`src/rtl/tick_scheduler_if.sv`:
```
// rtl/tick_scheduler_if.sv - configuration, fire handshake and status bundle for tick_scheduler
interface tick_scheduler_if #(
  parameter int PW = 16
);
  logic          clr;
  logic          cfg_we;
  logic [1:0]    cfg_ch;
  logic [PW-1:0] cfg_period;
  logic          cfg_en;
  logic          fire_rdy;
  logic          ovr_clr;
  logic [3:0]    fire;
  logic [1:0]    fire_id;
  logic [3:0]    pending;
  logic [3:0]    overrun;

  modport master (
    output clr, cfg_we, cfg_ch, cfg_period, cfg_en, fire_rdy, ovr_clr,
    input  fire, fire_id, pending, overrun
  );

  modport slave (
    input  clr, cfg_we, cfg_ch, cfg_period, cfg_en, fire_rdy, ovr_clr,
    output fire, fire_id, pending, overrun
  );
endinterface

```
`src/rtl/tick_scheduler.sv`:
```
// rtl/tick_scheduler.sv - four-channel periodic tick scheduler with round-robin fire arbitration
module tick_scheduler #(
  parameter int CLKFREQ_MHZ = 100,
  parameter int BASE_US     = 1000,
  parameter int PW          = 16
) (
  input logic              clk,
  input logic              rst,
  tick_scheduler_if.slave  bus
);
  localparam int PRE_LIMIT = BASE_US * CLKFREQ_MHZ;
  localparam int PRE_W     = (PRE_LIMIT > 1) ? $clog2(PRE_LIMIT) : 1;

  logic [PRE_W-1:0] pre_cnt;
  logic             base_tick;
  logic [PW-1:0]    period [4];
  logic [PW-1:0]    cnt    [4];
  logic [3:0]       en;
  logic [3:0]       pending_q;
  logic [3:0]       overrun_q;
  logic [3:0]       fire_q;
  logic [1:0]       fire_id_q;
  logic [1:0]       rr_last;

  logic [3:0]       expire;
  logic [3:0]       cfg_hit;
  logic [3:0]       grant;
  logic [1:0]       grant_id;
  logic             grant_vld;

  assign base_tick = (pre_cnt == PRE_W'(PRE_LIMIT - 1));

  always_comb begin
    expire  = '0;
    cfg_hit = '0;
    for (int i = 0; i < 4; i++) begin
      expire[i]  = base_tick && en[i] && (period[i] != '0) && (cnt[i] == period[i] - PW'(1));
      cfg_hit[i] = bus.cfg_we && (bus.cfg_ch == 2'(i));
    end
  end

  // Search starts one past the last grant; offset 4 wraps back onto rr_last itself.
  always_comb begin
    logic [1:0] idx;
    grant     = '0;
    grant_id  = '0;
    grant_vld = 1'b0;
    idx       = '0;
    if (bus.fire_rdy) begin
      for (int k = 1; k <= 4; k++) begin
        idx = rr_last + 2'(k);
        if (!grant_vld && pending_q[idx]) begin
          grant_vld  = 1'b1;
          grant_id   = idx;
          grant[idx] = 1'b1;
        end
      end
    end
  end

  always_ff @(posedge clk) begin
    if (rst) begin
      pre_cnt   <= '0;
      en        <= '0;
      pending_q <= '0;
      overrun_q <= '0;
      fire_q    <= '0;
      fire_id_q <= '0;
      rr_last   <= 2'd3;
      for (int i = 0; i < 4; i++) begin
        period[i] <= '0;
        cnt[i]    <= '0;
      end
    end else begin
      pre_cnt <= (bus.clr || base_tick) ? '0 : pre_cnt + PRE_W'(1);

      for (int i = 0; i < 4; i++) begin
        if (cfg_hit[i]) begin
          period[i] <= bus.cfg_period;
          en[i]     <= bus.cfg_en;
        end

        // A config write or restart beats any expiry or grant landing in the same cycle.
        if (bus.clr || cfg_hit[i]) begin
          cnt[i]       <= '0;
          pending_q[i] <= 1'b0;
        end else begin
          if (base_tick && en[i] && (period[i] != '0))
            cnt[i] <= expire[i] ? '0 : cnt[i] + PW'(1);
          if (expire[i])
            pending_q[i] <= 1'b1;
          else if (grant[i])
            pending_q[i] <= 1'b0;
        end

        if (!bus.clr && !cfg_hit[i] && expire[i] && pending_q[i] && !grant[i])
          overrun_q[i] <= 1'b1;
        else if (bus.ovr_clr)
          overrun_q[i] <= 1'b0;
      end

      if (bus.clr) begin
        fire_q    <= '0;
        fire_id_q <= '0;
        rr_last   <= 2'd3;
      end else begin
        fire_q    <= grant;
        fire_id_q <= grant_id;
        if (grant_vld)
          rr_last <= grant_id;
      end
    end
  end

  assign bus.fire    = fire_q;
  assign bus.fire_id = fire_id_q;
  assign bus.pending = pending_q;
  assign bus.overrun = overrun_q;
endmodule

```
`src/flat_wrapper.sv`:
```
// flat-port wrapper written by rule: the top's interface ports become plain ports
module tick_scheduler_flat 
#(
  parameter int CLKFREQ_MHZ = 100,
  parameter int BASE_US     = 1000,
  parameter int PW          = 16
)
  (clk, rst, bus_clr, bus_cfg_we, bus_cfg_ch, bus_cfg_period, bus_cfg_en, bus_fire_rdy, bus_ovr_clr, bus_fire, bus_fire_id, bus_pending, bus_overrun);
  tick_scheduler_if #(.PW(PW)) bus_i ();
  input logic clk;
  input logic rst;
  input wire logic [$bits(bus_i.clr)-1:0] bus_clr;
  input wire logic [$bits(bus_i.cfg_we)-1:0] bus_cfg_we;
  input wire logic [$bits(bus_i.cfg_ch)-1:0] bus_cfg_ch;
  input wire logic [$bits(bus_i.cfg_period)-1:0] bus_cfg_period;
  input wire logic [$bits(bus_i.cfg_en)-1:0] bus_cfg_en;
  input wire logic [$bits(bus_i.fire_rdy)-1:0] bus_fire_rdy;
  input wire logic [$bits(bus_i.ovr_clr)-1:0] bus_ovr_clr;
  output wire logic [$bits(bus_i.fire)-1:0] bus_fire;
  output wire logic [$bits(bus_i.fire_id)-1:0] bus_fire_id;
  output wire logic [$bits(bus_i.pending)-1:0] bus_pending;
  output wire logic [$bits(bus_i.overrun)-1:0] bus_overrun;
  assign bus_i.clr = bus_clr;
  assign bus_i.cfg_we = bus_cfg_we;
  assign bus_i.cfg_ch = bus_cfg_ch;
  assign bus_i.cfg_period = bus_cfg_period;
  assign bus_i.cfg_en = bus_cfg_en;
  assign bus_i.fire_rdy = bus_fire_rdy;
  assign bus_i.ovr_clr = bus_ovr_clr;
  assign bus_fire = bus_i.fire;
  assign bus_fire_id = bus_i.fire_id;
  assign bus_pending = bus_i.pending;
  assign bus_overrun = bus_i.overrun;
  tick_scheduler #(.CLKFREQ_MHZ(CLKFREQ_MHZ), .BASE_US(BASE_US), .PW(PW)) u_core (.clk(clk), .rst(rst), .bus(bus_i));
endmodule
```
`config.mk`:
```
export PLATFORM = sky130hd
export DESIGN_NAME = tick_scheduler_flat
export DESIGN_NICKNAME = d
export VERILOG_FILES = /design/src/rtl/tick_scheduler_if.sv /design/src/rtl/tick_scheduler.sv /design/src/flat_wrapper.sv
export SDC_FILE = /design/constraint.sdc
export NUM_CORES = 1
export LEC_CHECK = 0
export CORE_MARGIN = 5
export CORE_UTILIZATION = 57
export CTS_BUF_LIST = sky130_fd_sc_hd__clkbuf_2 sky130_fd_sc_hd__clkbuf_4 sky130_fd_sc_hd__clkbuf_8
export DETAILED_ROUTE_END_ITERATION = 10
export PLACE_DENSITY = 0.78
export RECOVER_POWER = 25
export SLEW_MARGIN = 20
export SYNTH_ARGS = -nofsm -noshare
export SYNTH_HDL_FRONTEND = slang
export SYNTH_SLANG_ARGS = --single-unit
```
`constraint.sdc`:
```
create_clock -name clk -period 2.7 [get_ports clk]
set_input_delay 0.675 -clock clk [delete_from_list [all_inputs] [get_ports clk]]
set_output_delay 0.675 -clock clk [all_outputs]
set_load 0.02 [all_outputs]
```
==> results_tabular.tex, run 1 <==
\begin{tabular}{lr}
\hline
Metric & Value \\
\hline
\multicolumn{2}{l}{\textbf{STA}} \\
Peak clock frequency supported by timing & 351 MHz \\
Actual slew at the worst max-slew pin & slightly below 0.9 ns \\
Setup ws final & -0.148 ns \\
Fin. max-slew vios & 0 \\
Min cycle time layout & between 2 and 3 ns \\
Setup Viol. Count Final & 63 \\
Ratio of final minimum period to clock period & 105\% \\
Worst hold margin & between 0.4 and 0.5 ns \\
Worst clock skew & between 0.01 and 0.015 ns \\
Slew HR & between 40\% and 50\% \\
Setup repair after global routing missed its margin & yes \\
Hold Violations, Final & 0 \\
\multicolumn{2}{l}{\textbf{GRT}} \\
Global router's overall resource usage & approximately a quarter \\
Via count of the first global-routing pass & approximately 7,600 \\
Pin count of the biggest net entering global routing & 17 \\
Wire length of the first global-routing pass & between 30 and 40 mm \\
Initial antenna violation count & 1 \\
GRT Residual Overflow & 0 \\
\multicolumn{2}{l}{\textbf{Routing}} \\
Final wirelength & 24.3 mm \\
Ratio of routed vias to standard cells & approximately 6 \\
Number of DRC violations after detailed-routing iteration 0 & approximately 700 \\
DRC viols & 0 \\
Met1 Wirelength & roughly 9.9 mm \\
Met2 Wirelength & between 10 and 15 mm \\
ANT nets after route & 0 \\
Total met3 wirelength after detailed routing & 1.54 mm \\
WL per Instance & between 15 and 20 µm \\
Uppermost signal routing layer after detailed routing & met4 \\
Vias & a little over 8,000 \\
Pre-Repair DR Iteration Count & 5 \\
\multicolumn{2}{l}{\textbf{Critical path}} \\
Critical R2R Launch & u\_core.period[0][1] \\
Crit Path Class & reg -> reg \\
WP data arrival & 3.06 ns \\
Destination of the worst register-to-register timing path & u\_core.cnt[0][3] \\
CP Capture Point & u\_core.cnt[0][3] \\
Worst reg2reg setup slack & -0.15 ns \\
Nature of the critical path endpoint & register \\
Critical path data required time & around 2.9 ns \\
R2R cell count & 9 \\
Kind of start point of the critical path & register \\
Critical path origin & u\_core.period[0][1] \\
Maximum fanout encountered on the critical timing path & 8 \\
\multicolumn{2}{l}{\textbf{Logic synthesis}} \\
Number of warnings reported in the yosys synthesis log & 0 \\
Fraction of the mapped netlist area in simple logic gates & between 20\% and 30\% \\
Compound-Gate Fraction of Synth Area & around 7\% \\
Fraction of the yosys area taken by sequential cells & approximately 47\% \\
Multiplexer share of the synthesized area & 2.06\% \\
Number of register bits inferred by synthesis & 165 \\
Yosys top cell area share & between 30\% and 40\% \\
Yosys top cell by area & sky130\_fd\_sc\_hd\_\_edfxtp\_1 \\
Average footprint of a synthesized cell & around 10 µm² \\
Dominant combinational cell family by area after synthesis & simple AND/OR/NAND/NOR gates \\
Post-synthesis async set-or-reset flop share & 0\% \\
Synth unique cells & 76 \\
Count of flip-flops with a built-in enable after synthesis & about 130 \\
Area share of fa/ha/maj cells after synthesis & about 2.2\% \\
Nets in the synthesized netlist & roughly 1,000 \\
Synthesized-area fraction occupied by xor and xnor cells & 13.2\% \\
Most used flip-flop cell after synthesis & sky130\_fd\_sc\_hd\_\_edfxtp\_1 \\
Post-Synthesis Cell Area & roughly 10000 µm² \\
Synthesized netlist cell count & a little under 1,000 \\
Largest cells by area after synthesis & sky130\_fd\_sc\_hd\_\_edfxtp\_1 39\%, sky130\_fd\_sc\_hd\_\_dfxtp\_1 7.5\%, sky130\_fd\_sc\_hd\_\_xor2\_1 6.7\% \\
\multicolumn{2}{l}{\textbf{Final layout}} \\
Layout overhead on the synthesized area & 23.8\% \\
Fraction of layout instances using a drive strength above 1 & 22.2\% \\
Most frequent standard cell in the layout excluding fill and tap cells & sky130\_fd\_sc\_hd\_\_edfxtp\_1 \\
Post-route non-filler standard cell count & between 1,000 and 1,500 \\
Top library cells by usage in the layout, fill and taps aside & 128 x sky130\_fd\_sc\_hd\_\_edfxtp\_1, 91 x sky130\_fd\_sc\_hd\_\_nor2\_1, 91 x sky130\_fd\_sc\_hd\_\_buf\_4 \\
Fill cell total of the finished layout & approximately 1,200 \\
Final \#Nets & around 1,200 \\
Finished layout cell area & about 12,000 µm² \\
\multicolumn{2}{l}{\textbf{Place}} \\
HPWL after detailed placement & roughly 16 mm \\
Number of cells in the design after placement & $\sim$1,300 \\
Weighted congestion at the end of routability-driven global placement & between 0.9 and 1 \\
Port Buffer Count & 38 \\
Placed inst area & 11,000 µm² \\
\multicolumn{2}{l}{\textbf{Worst hold path}} \\
Worst min-delay path category & reg -> reg \\
Hold Path Cell Cnt & 1 \\
\multicolumn{2}{l}{\textbf{CTS}} \\
Hold Buf Count CTS & 0 \\
CTS Root Cell & sky130\_fd\_sc\_hd\_\_clkbuf\_8 \\
CTS H-Tree Depth & 4 \\
Worst-case clock buffer depth & 2 \\
Number of sinks handled by clock tree synthesis & roughly 170 \\
Worst skew pair latency & roughly 0.47 ns \\
CTS tree & done \\
Number of clock buffers inserted by TritonCTS & 17 \\
Clock transition at path regs & 0.09 ns \\
\multicolumn{2}{l}{\textbf{Die}} \\
Die outline area & around 20,000 µm² \\
Site row count & 48 \\
Number of placed I/O pins & 39 \\
Starting density of the core & 57.5\% \\
Die outline height & 141 µm \\
Die Wd & $\sim$140 µm \\
Floorplan core area & 17,100 µm² \\
\multicolumn{2}{l}{\textbf{Pwr}} \\
Power density over cell area & 450 nW/µm² \\
Peak supply drop & around 360 µV \\
P\_leak & about 4.2 nW \\
Tot Pwr & 5.49 mW \\
\multicolumn{2}{l}{\textbf{Outcome}} \\
Violated checks & negative setup slack \\
Result of the run & complete, but fails checks \\
\multicolumn{2}{l}{\textbf{Job}} \\
Number of maximum-capacitance constraint violations & 0 \\
\hline
\end{tabular}
[layout make-up]
class	count	area [µm²]	area share [%]
flip-flops and latches	165	4590	37.7
inverters	24	91.3	0.750
diodes	1	2.50	0.0205
well taps	225	282	2.31
clock buffers	24	294	2.41
clock inverters	8	75.1	0.616
repair buffers	146	1260	10.4
multi-input cells	757	5590	45.9
[critical path: stages, from the launching register on]
cell	delay, ns
sky130_fd_sc_hd__edfxtp_1	0.41
sky130_fd_sc_hd__inv_2	0.09
sky130_fd_sc_hd__ha_4	0.12
sky130_fd_sc_hd__or4b_4	0.50
sky130_fd_sc_hd__or3_4	0.35
sky130_fd_sc_hd__or4b_4	0.50
sky130_fd_sc_hd__a32oi_4	0.22
sky130_fd_sc_hd__nand4_4	0.20
sky130_fd_sc_hd__nand2_8	0.16
sky130_fd_sc_hd__nor2_1	0.06
[where the power goes]
| part | switching [mW] | internal (mW) |
|---|---|---|
| logic | 0.407 | 0.353 |
| clock network | 0.902 | 0.817 |
| registers | 0.150 | 2.86 |
[kinds of logic (layout without fill, tap and decap cells)]
family / after synthesis / after routing
compound gates: 101 / 101
xor+xnor: 147 / 147
fa+ha+maj: 17 / 17
buf+inv: 65 / 202
flops: 165 / 165
mux: 16 / 16
other cells: 0 / 1
simple gates: 475 / 476
[registers in the layout (all words and copies together), names as in the netlist]
| signal | cells |
|---|---|
| u_core.rr_last | 2 |
| u_core.bus.fire | 4 |
| u_core.bus.fire_id | 2 |
| u_core.pre_cnt | 17 |
| u_core.bus.pending | 4 |
| u_core.bus.overrun | 4 |
| u_core.cnt | 64 |
| u_core.period | 64 |
| u_core.en | 4 |
[cells in the mapped netlist (4+ instances only)]
cell type	count
sky130_fd_sc_hd__nor3b_1	5
sky130_fd_sc_hd__nor2b_1	13
sky130_fd_sc_hd__or4_1	8
sky130_fd_sc_hd__mux2i_1	9
sky130_fd_sc_hd__edfxtp_1	128
sky130_fd_sc_hd__clkbuf_1	32
sky130_fd_sc_hd__nand3b_1	12
sky130_fd_sc_hd__a21oi_1	23
sky130_fd_sc_hd__and3_1	16
sky130_fd_sc_hd__nand2b_1	9
sky130_fd_sc_hd__or2_2	7
sky130_fd_sc_hd__nor4b_1	4
sky130_fd_sc_hd__nor2_1	120
sky130_fd_sc_hd__dfxtp_1	37
sky130_fd_sc_hd__nand2_1	52
sky130_fd_sc_hd__nand4_1	22
sky130_fd_sc_hd__mux2_2	4
sky130_fd_sc_hd__or3_1	8
sky130_fd_sc_hd__o21ai_0	20
sky130_fd_sc_hd__xor2_1	75
sky130_fd_sc_hd__o211ai_1	6
sky130_fd_sc_hd__nor3_1	40
sky130_fd_sc_hd__nand3_1	56
sky130_fd_sc_hd__a31oi_1	6
sky130_fd_sc_hd__a22oi_1	6
sky130_fd_sc_hd__o31ai_1	6
sky130_fd_sc_hd__xnor2_1	71
sky130_fd_sc_hd__nor4_1	16
sky130_fd_sc_hd__and2_1	65
sky130_fd_sc_hd__inv_1	23
sky130_fd_sc_hd__ha_1	17
[layer usage]
layer  GRT usage (%)  up-vias
li1                -     3802
met1            31.0     3921
met2            38.8      291
met3            4.52       55
met4            7.47        0
met5               0        -
[stage by stage]
step / setup TNS, ns / setup slack, ns / util, %
2_1_floorplan: -2.90 / -0.226 / -
3_3_place_gp: -1.98 / -0.132 / 64.3
3_5_place_dp: -3.52 / -0.228 / 64.3
4_1_cts: -2.84 / -0.143 / 67.6
5_1_grt: -10.17 / -0.230 / 71.2
6_report: -4.75 / -0.148 / 71.2
[worst min-delay path by stage]
stage / start / endpoint / slack [ns]
floorplan: u_core.pre_cnt[0] / u_core.pre_cnt[0] / 0.42
global placement: u_core.pre_cnt[0] / u_core.pre_cnt[0] / 0.43
detailed placement: u_core.pre_cnt[0] / u_core.pre_cnt[0] / 0.44
CTS: u_core.pre_cnt[0] / u_core.pre_cnt[0] / 0.45
global route: u_core.pre_cnt[0] / u_core.pre_cnt[0] / 0.47
finish: u_core.pre_cnt[0] / u_core.pre_cnt[0] / 0.45
[timing repair]
action | CTS | global route
resized for setup | 19 | 116
setup buffers | 9 | 16
gates cloned | 2 | 2
pin swaps | 16 | 47
endpoints found under the setup margin | 47 | 84
(Power assumes the default switching activity.)
==> run 2: changes to the inputs <==
Settings changed: CORE_UTILIZATION 57 to 55, PLACE_DENSITY 0.78 to 0.76, SETUP_SLACK_MARGIN set to 0.2.
==> results_tabular.tex, run 2 (synthesis results as in run 1) <==
\begin{tabular}{lr}
\hline
Metric & Value \\
\hline
\multicolumn{2}{l}{\textbf{Pwr}} \\
Peak supply drop & 475 µV (+33\%) \\
Power density over cell area & 460 nW/µm² (+2.2\%) \\
Logic gate share of total power & 12.9\% (-0.9 points) \\
Net switching component of the power & 1.52 mW (+3.8\%) \\
Share of total power in sequential cells & 53.2\% (-1.6 points) \\
Switching part of the total power & 26.8\% (+0.24 points) \\
Clk pwr share & 33.9\% (+2.6 points) \\
P\_leak & 4.21 nW (about the same) \\
Cell internal pwr & 4.13 mW (+2.6\%) \\
\multicolumn{2}{l}{\textbf{STA}} \\
Min cycle time layout & 2.84 ns (-0.0101 ns) \\
Actual slew at the worst max-slew pin & 0.889 ns (+0.00164 ns) \\
Setup Viol. Count Final & 58 (-7.9\%) \\
Setup repair after global routing missed its margin & yes \\
Worst hold margin & 0.454 ns (+0.00654 ns) \\
Ratio of final minimum period to clock period & 105\% (-0.37 points) \\
Setup ws final & -0.138 ns (+0.0101 ns) \\
Peak clock frequency supported by timing & 352 MHz (+0.36\%) \\
Fin. max-slew vios & 0 (unchanged) \\
Worst clock skew & 0.0125 ns (-0.0000258 ns) \\
Final total negative setup slack & -3.94 ns (+0.816 ns) \\
Hold Violations, Final & 0 (unchanged) \\
Slew HR & 40.8\% (-0.11 points) \\
\multicolumn{2}{l}{\textbf{Critical path}} \\
Critical path data required time & 2.91 ns (about the same) \\
Crit-path slowest cell & sky130\_fd\_sc\_hd\_\_or4bb\_4 \\
CP Cell Sequence & or4bb\_4 -> nor4\_4 -> o311ai\_2 -> nor3\_1 -> o211ai\_1 -> buf\_4 -> o31ai\_4 -> clkbuf\_16 -> nor2\_4 \\
Maximum single-stage delay on the critical path & 0.57 ns (+0.07 ns) \\
Crit Path Class & reg -> reg \\
Gate family responsible for the most delay along the worst path & simple AND/OR/NAND/NOR gates \\
Buf/Inv on CP & 2 (+1) \\
Maximum fanout encountered on the critical timing path & 7 (-1) \\
Kind of start point of the critical path & register \\
WP data arrival & 3.05 ns (about the same) \\
Nature of the critical path endpoint & register \\
\multicolumn{2}{l}{\textbf{Outcome}} \\
Result of the run & complete, but fails checks \\
Violated checks & negative setup slack \\
\multicolumn{2}{l}{\textbf{Routing}} \\
Met1 Wirelength & 10.3 mm (+3.8\%) \\
Vias & 7,900 (-2.1\%) \\
WL per Instance & 17.6 µm (-1.9\%) \\
Number of DRC violations after detailed-routing iteration 0 & 713 (-0.28\%) \\
Ratio of routed vias to standard cells & 5.84 (-2.2\%) \\
ANT nets after route & 0 (unchanged) \\
Uppermost signal routing layer after detailed routing & met4 \\
Pre-Repair DR Iteration Count & 6 (+1) \\
Total met3 wirelength after detailed routing & 1.44 mm (-6.1\%) \\
DRC viols & 0 (unchanged) \\
Final wirelength & 23.9 mm (-1.7\%) \\
Met2 Wirelength & 11.8 mm (-4.3\%) \\
\multicolumn{2}{l}{\textbf{Die}} \\
Site row count & 49 (+2.1\%) \\
Die outline area & 20,700 µm² (+3.4\%) \\
Number of placed I/O pins & 39 (unchanged) \\
Floorplan core area & 17,800 µm² (+3.9\%) \\
Starting density of the core & 55.3\% (-2.1 points) \\
Die outline height & 144 µm (+1.7\%) \\
Die Wd & 144 µm (+1.7\%) \\
\multicolumn{2}{l}{\textbf{Place}} \\
HPWL after detailed placement & 16.6 mm (+2.2\%) \\
Placed inst area & 11,200 µm² (+1.5\%) \\
Port Buffer Count & 38 (unchanged) \\
Weighted congestion at the end of routability-driven global placement & 0.902 (-0.36\%) \\
\multicolumn{2}{l}{\textbf{GRT}} \\
Wire length of the first global-routing pass & 36.9 mm (-1.8\%) \\
Initial antenna violation count & 2 (+1) \\
Pin count of the biggest net entering global routing & 17 (unchanged) \\
GRT Residual Overflow & 0 (unchanged) \\
Global router's overall resource usage & 22.5\% (-0.80 points) \\
Via count of the first global-routing pass & 7,638 (+0.98\%) \\
\multicolumn{2}{l}{\textbf{CTS}} \\
Hold Buf Count CTS & 0 (unchanged) \\
Clock transition at path regs & 0.09 ns (about the same) \\
CTS tree & done \\
Worst skew pair latency & 0.46 ns (about the same) \\
Number of clock buffers inserted by TritonCTS & 17 (unchanged) \\
Worst-case clock buffer depth & 2 (unchanged) \\
CTS H-Tree Depth & 4 (unchanged) \\
Number of sinks handled by clock tree synthesis & 165 (unchanged) \\
CTS Root Cell & sky130\_fd\_sc\_hd\_\_clkbuf\_8 \\
\multicolumn{2}{l}{\textbf{Final layout}} \\
Fraction of layout instances using a drive strength above 1 & 23.3\% (+1.0 points) \\
Top library cells by usage in the layout, fill and taps aside & 128 x sky130\_fd\_sc\_hd\_\_edfxtp\_1, 86 x sky130\_fd\_sc\_hd\_\_buf\_4, 85 x sky130\_fd\_sc\_hd\_\_nor2\_1 \\
Multi-input combinational cell area & 5630 µm² (+0.65\%) \\
Layout overhead on the synthesized area & 24.7\% \\
Finished layout cell area & 12,300 µm² (+0.75\%) \\
Final \#Nets & 1,151 (-0.17\%) \\
Most frequent standard cell in the layout excluding fill and tap cells & sky130\_fd\_sc\_hd\_\_edfxtp\_1 \\
Fill cell total of the finished layout & 1,346 (+13\%) \\
Registers with the highest flip-flop counts & u\_core.cnt x64, u\_core.period x64, u\_core.pre\_cnt x17 \\
FF/Latch Area & 4590 µm² (about the same) \\
\multicolumn{2}{l}{\textbf{Worst hold path}} \\
Worst min-delay path category & reg -> reg \\
\multicolumn{2}{l}{\textbf{Job}} \\
Number of maximum-capacitance constraint violations & 0 (unchanged) \\
\hline
\end{tabular}
[run 2: what timing repair did]
item	4_1_cts	5_1_grt
setup buffers	13	9
resized for setup	69	41
gates cloned	2	2
pin swaps	23	36
setup endpoints to repair	85	121
[run 2: through the flow]
step                      utilization, %  setup slack (ns)  total power [mW]  instances
after floorplan                        -            -0.226              3.46        986
after global placement              62.8           -0.0922              3.71       1293
after detailed placement            62.8            -0.230              3.72       1293
after CTS                           67.6            -0.119              5.64       1340
after global routing                69.0            -0.246              5.87       1351
final                               69.0            -0.138              5.65       1352
[run 2: worst paths after layout]
| path | start | to | slack, ns | cells after the start |
|---|---|---|---|---|
| setup / recovery | u_core.pre_cnt[6] | u_core.cnt[0][31] | -0.14 | 9 |
| hold / removal | u_core.pre_cnt[0] | u_core.pre_cnt[0] | 0.45 | 1 |
| setup reg to reg | u_core.pre_cnt[6] | u_core.cnt[0][31] | -0.14 | 9 |
| hold reg to reg | u_core.pre_cnt[0] | u_core.pre_cnt[0] | 0.45 | 1 |
[run 2: area by class of cell]
class | instances | area share (%)
Multi-Input combinational cell | 758 | 45.8
Sequential cell | 165 | 37.4
Timing Repair Buffer | 143 | 10.3
Tap cell | 229 | 2.33
Clock buffer | 18 | 1.97
Clock inverter | 14 | 1.43
Inverter | 24 | 0.744
Antenna cell | 1 | 0.0204
[run 2: metal layers]
| layer | GRT usage, % | up-vias |
|---|---|---|
| met3 | 4.36 | 34 |
| met5 | 0 | - |
| met2 | 36.8 | 227 |
| met4 | 6.49 | 0 |
| li1 | - | 3805 |
| met1 | 30.8 | 3834 |
[run 2: power groups by stage]
stage / sequential [mW] / combinational, mW / clock [mW]
5_1_grt: 3.02 / 0.791 / 2.06
2_1_floorplan: 3.02 / 0.444 / 0
3_3_place_gp: 3.05 / 0.657 / 0
3_5_place_dp: 3.06 / 0.669 / 0
4_1_cts: 3.00 / 0.703 / 1.93
6_report: 3.00 / 0.728 / 1.91
==> run 3: changes to the inputs <==
Settings changed: TNS_END_PERCENT set to 50.
==> results_tabular.tex, run 3 (synthesis results as in run 1) <==
\begin{tabular}{lr}
\hline
Metric & Value \\
\hline
\multicolumn{2}{l}{\textbf{GRT}} \\
GR Util met1 & 30.7\% (-0.13 points) \\
Met2 capacity usage during global routing & 38.0\% (+1.2 points) \\
Pin count of the biggest net entering global routing & 17 (unchanged) \\
Global router's overall resource usage & 22.7\% (+0.14 points) \\
Via count of the first global-routing pass & 7,525 (-1.5\%) \\
Global-route met3 utilization & 3.73\% (-0.63 points) \\
Wire length of the first global-routing pass & 37.4 mm (+1.3\%) \\
Busiest metal layer after global routing & met2 \\
GRT Residual Overflow & 0 (unchanged) \\
Initial antenna violation count & 0 (-2) \\
\multicolumn{2}{l}{\textbf{Die}} \\
Die outline height & 144 µm (unchanged) \\
Floorplan core area & 17,800 µm² (unchanged) \\
Die outline area & 20,700 µm² (unchanged) \\
Number of placed I/O pins & 39 (unchanged) \\
Die Wd & 144 µm (unchanged) \\
Site row count & 49 (unchanged) \\
Starting density of the core & 55.3\% (unchanged) \\
\multicolumn{2}{l}{\textbf{STA}} \\
Actual slew at the worst max-slew pin & 0.778 ns (-0.111 ns) \\
Final total negative setup slack & -3.46 ns (+0.477 ns) \\
Ratio of final minimum period to clock period & 106\% (+0.76 points) \\
Setup Viol. Count Final & 37 (-36\%) \\
Setup repair after global routing missed its margin & yes \\
Hold Violations, Final & 0 (unchanged) \\
Setup ws final & -0.159 ns (-0.0206 ns) \\
Min cycle time layout & 2.86 ns (+0.0206 ns) \\
Worst clock skew & 0.0125 ns (+0.0000203 ns) \\
Worst hold margin & 0.452 ns (-0.00198 ns) \\
Fin. max-slew vios & 0 (unchanged) \\
Slew HR & 48.2\% (+7.4 points) \\
Peak clock frequency supported by timing & 350 MHz (-0.72\%) \\
\multicolumn{2}{l}{\textbf{Routing}} \\
WL per Instance & 17.2 µm (-2.5\%) \\
DRC viols & 0 (unchanged) \\
Ratio of routed vias to standard cells & 5.77 (-1.2\%) \\
Final wirelength & 23.1 mm (-3.0\%) \\
ANT nets after route & 0 (unchanged) \\
Pre-Repair DR Iteration Count & 5 (-1) \\
Number of DRC violations after detailed-routing iteration 0 & 609 (-15\%) \\
Vias & 7,762 (-1.7\%) \\
\multicolumn{2}{l}{\textbf{Critical path}} \\
Maximum fanout encountered on the critical timing path & 8 (+1) \\
Worst reg2reg setup slack & -0.16 ns (-0.02 ns) \\
WP data arrival & 3.09 ns (+0.04 ns) \\
R2R cell count & 9 (unchanged) \\
Nature of the critical path endpoint & register \\
Most used cell, CP & sky130\_fd\_sc\_hd\_\_or4b\_4 \\
Critical R2R Launch & u\_core.period[0][0] \\
Maximum single-stage delay on the critical path & 0.49 ns (-0.08 ns) \\
Destination of the worst register-to-register timing path & u\_core.cnt[0][11] \\
Critical path data required time & 2.93 ns (+0.02 ns) \\
Gate family responsible for the most delay along the worst path & simple AND/OR/NAND/NOR gates \\
CP Cell Sequence & inv\_2 -> ha\_4 -> or4b\_4 -> or3\_4 -> or4b\_4 -> a32oi\_2 -> nand4\_4 -> nand2\_4 -> nor2\_1 \\
Buf/Inv on CP & 1 (-1) \\
Crit Path Class & reg -> reg \\
Kind of start point of the critical path & register \\
Crit-path slowest cell & sky130\_fd\_sc\_hd\_\_or4b\_4 \\
\multicolumn{2}{l}{\textbf{CTS}} \\
CTS tree & done \\
Clock transition at path regs & 0.09 ns (about the same) \\
Worst skew pair latency & 0.47 ns (about the same) \\
Hold Buf Count CTS & 0 (unchanged) \\
Worst-case clock buffer depth & 2 (unchanged) \\
CTS H-Tree Depth & 4 (unchanged) \\
Number of clock buffers inserted by TritonCTS & 17 (unchanged) \\
Number of sinks handled by clock tree synthesis & 165 (unchanged) \\
CTS Root Cell & sky130\_fd\_sc\_hd\_\_clkbuf\_8 \\
\multicolumn{2}{l}{\textbf{Final layout}} \\
Post-route non-filler standard cell count & 1,345 (-0.52\%) \\
Most frequent standard cell in the layout excluding fill and tap cells & sky130\_fd\_sc\_hd\_\_edfxtp\_1 \\
Multi-input combinational cell area & 5490 µm² (-2.5\%) \\
Layout overhead on the synthesized area & 22.6\% \\
Registers with the highest flip-flop counts & u\_core.cnt x64, u\_core.period x64, u\_core.pre\_cnt x17 \\
Finished layout cell area & 12,100 µm² (-1.7\%) \\
Fraction of layout instances using a drive strength above 1 & 22.0\% (-1.2 points) \\
Final core area utilization & 67.8\% (-1.2 points) \\
Top library cells by usage in the layout, fill and taps aside & 128 x sky130\_fd\_sc\_hd\_\_edfxtp\_1, 97 x sky130\_fd\_sc\_hd\_\_nor2\_1, 86 x sky130\_fd\_sc\_hd\_\_buf\_4 \\
Final \#Nets & 1,145 (-0.52\%) \\
FF/Latch Area & 4590 µm² (about the same) \\
Fill cell total of the finished layout & 1,393 (+3.5\%) \\
Antenna cell count & 0 (-1) \\
\multicolumn{2}{l}{\textbf{Place}} \\
Weighted congestion at the end of routability-driven global placement & 0.890 (-1.3\%) \\
Setup Slack @ Placement & -0.238 ns (-0.00843 ns) \\
HPWL after detailed placement & 16.5 mm (-0.28\%) \\
Placed inst area & 11,100 µm² (-0.26\%) \\
Port Buffer Count & 38 (unchanged) \\
Number of cells in the design after placement & 1,293 (unchanged) \\
\multicolumn{2}{l}{\textbf{Pwr}} \\
Tot Pwr & 5.54 mW (-1.9\%) \\
P\_leak & 4.16 nW (-1.2\%) \\
Cell internal pwr & 4.03 mW (-2.4\%) \\
Peak supply drop & 322 µV (-32\%) \\
Net switching component of the power & 1.51 mW (-0.44\%) \\
Share of total power in sequential cells & 54.1\% (+0.9 points) \\
Clk pwr share & 32.9\% (-1.0 points) \\
Switching part of the total power & 27.2\% (+0.39 points) \\
Power density over cell area & 459 nW/µm² (-0.14\%) \\
Logic gate share of total power & 13.0\% (about the same) \\
\multicolumn{2}{l}{\textbf{Worst hold path}} \\
Worst min-delay path category & reg -> reg \\
Hold wc startpoint & u\_core.pre\_cnt[0] \\
Hold Path Cell Cnt & 1 (unchanged) \\
Hold Path Sink & u\_core.pre\_cnt[0] \\
\multicolumn{2}{l}{\textbf{Outcome}} \\
Violated checks & negative setup slack \\
Result of the run & complete, but fails checks \\
\multicolumn{2}{l}{\textbf{Job}} \\
Number of maximum-capacitance constraint violations & 0 (unchanged) \\
\hline
\end{tabular}
run 3: cell count changes in the layout (fill, tap and decap cells not counted), moves of 3 or more:
cell                       before  now
sky130_fd_sc_hd__clkbuf_1       7    1
sky130_fd_sc_hd__clkbuf_2       0    3
sky130_fd_sc_hd__nor2_1        85   97
sky130_fd_sc_hd__nor2_4        24   11
sky130_fd_sc_hd__o31ai_1        5    2
sky130_fd_sc_hd__o31ai_2        1    4
run 3: area by class of cell:
type	instances	share of cell area, %
Multi-Input combinational cell	757	45.5
Clock buffer	18	2.00
Timing Repair Buffer	138	10.1
Tap cell	229	2.38
Clock inverter	14	1.26
Inverter	24	0.757
Sequential cell	165	38.0
run 3: per-layer routing:
metal / vias to the layer above / wire, µm / part of all wire (%)
li1: 3784 / - / -
met1: 3740 / 10300 / 45
met2: 199 / 11300 / 49
met3: 39 / 1110 / 4.8
met4: 0 / 401 / 1.7
met5: - / 0 / 0
run 3: worst max-delay path by stage:
stage / slack (ns) / end / start / cells after the start
2_1_floorplan: -0.23 / u_core.cnt[0][10] / u_core.period[0][0] / 11
3_3_place_gp: -0.1 / u_core.cnt[0][2] / u_core.period[0][1] / 9
3_5_place_dp: -0.24 / u_core.cnt[0][6] / u_core.period[0][0] / 9
4_1_cts: -0.15 / u_core.cnt[0][6] / u_core.period[0][0] / 9
5_1_grt: -0.23 / u_core.cnt[0][9] / u_core.period[0][0] / 9
6_report: -0.16 / u_core.cnt[0][11] / u_core.period[0][0] / 9
run 3: worst register-to-register path, stage by stage (launching register included):
cell and delay, ns:
sky130_fd_sc_hd__edfxtp_1 0.42, sky130_fd_sc_hd__inv_2 0.09, sky130_fd_sc_hd__ha_4 0.12, sky130_fd_sc_hd__or4b_4 0.49
sky130_fd_sc_hd__or3_4 0.35, sky130_fd_sc_hd__or4b_4 0.49, sky130_fd_sc_hd__a32oi_2 0.25, sky130_fd_sc_hd__nand4_4 0.18
sky130_fd_sc_hd__nand2_4 0.17, sky130_fd_sc_hd__nor2_1 0.07
run 3: repair_timing:
action	4_1_cts	5_1_grt
gates resized for setup	43	45
gates cloned	2	1
setup endpoints to repair	86	105
pin swaps	44	22
buffers inserted	6	11
endpoints found under the hold margin	0	0
run 3: power groups by stage:
stage	sequential, mW	combinational (mW)	clock [mW]
floorplan	3.02	0.442	0
global placement	3.05	0.654	0
finish	3.00	0.720	1.82
CTS	3.00	0.693	1.85
detailed placement	3.05	0.667	0
global route	3.02	0.781	1.96
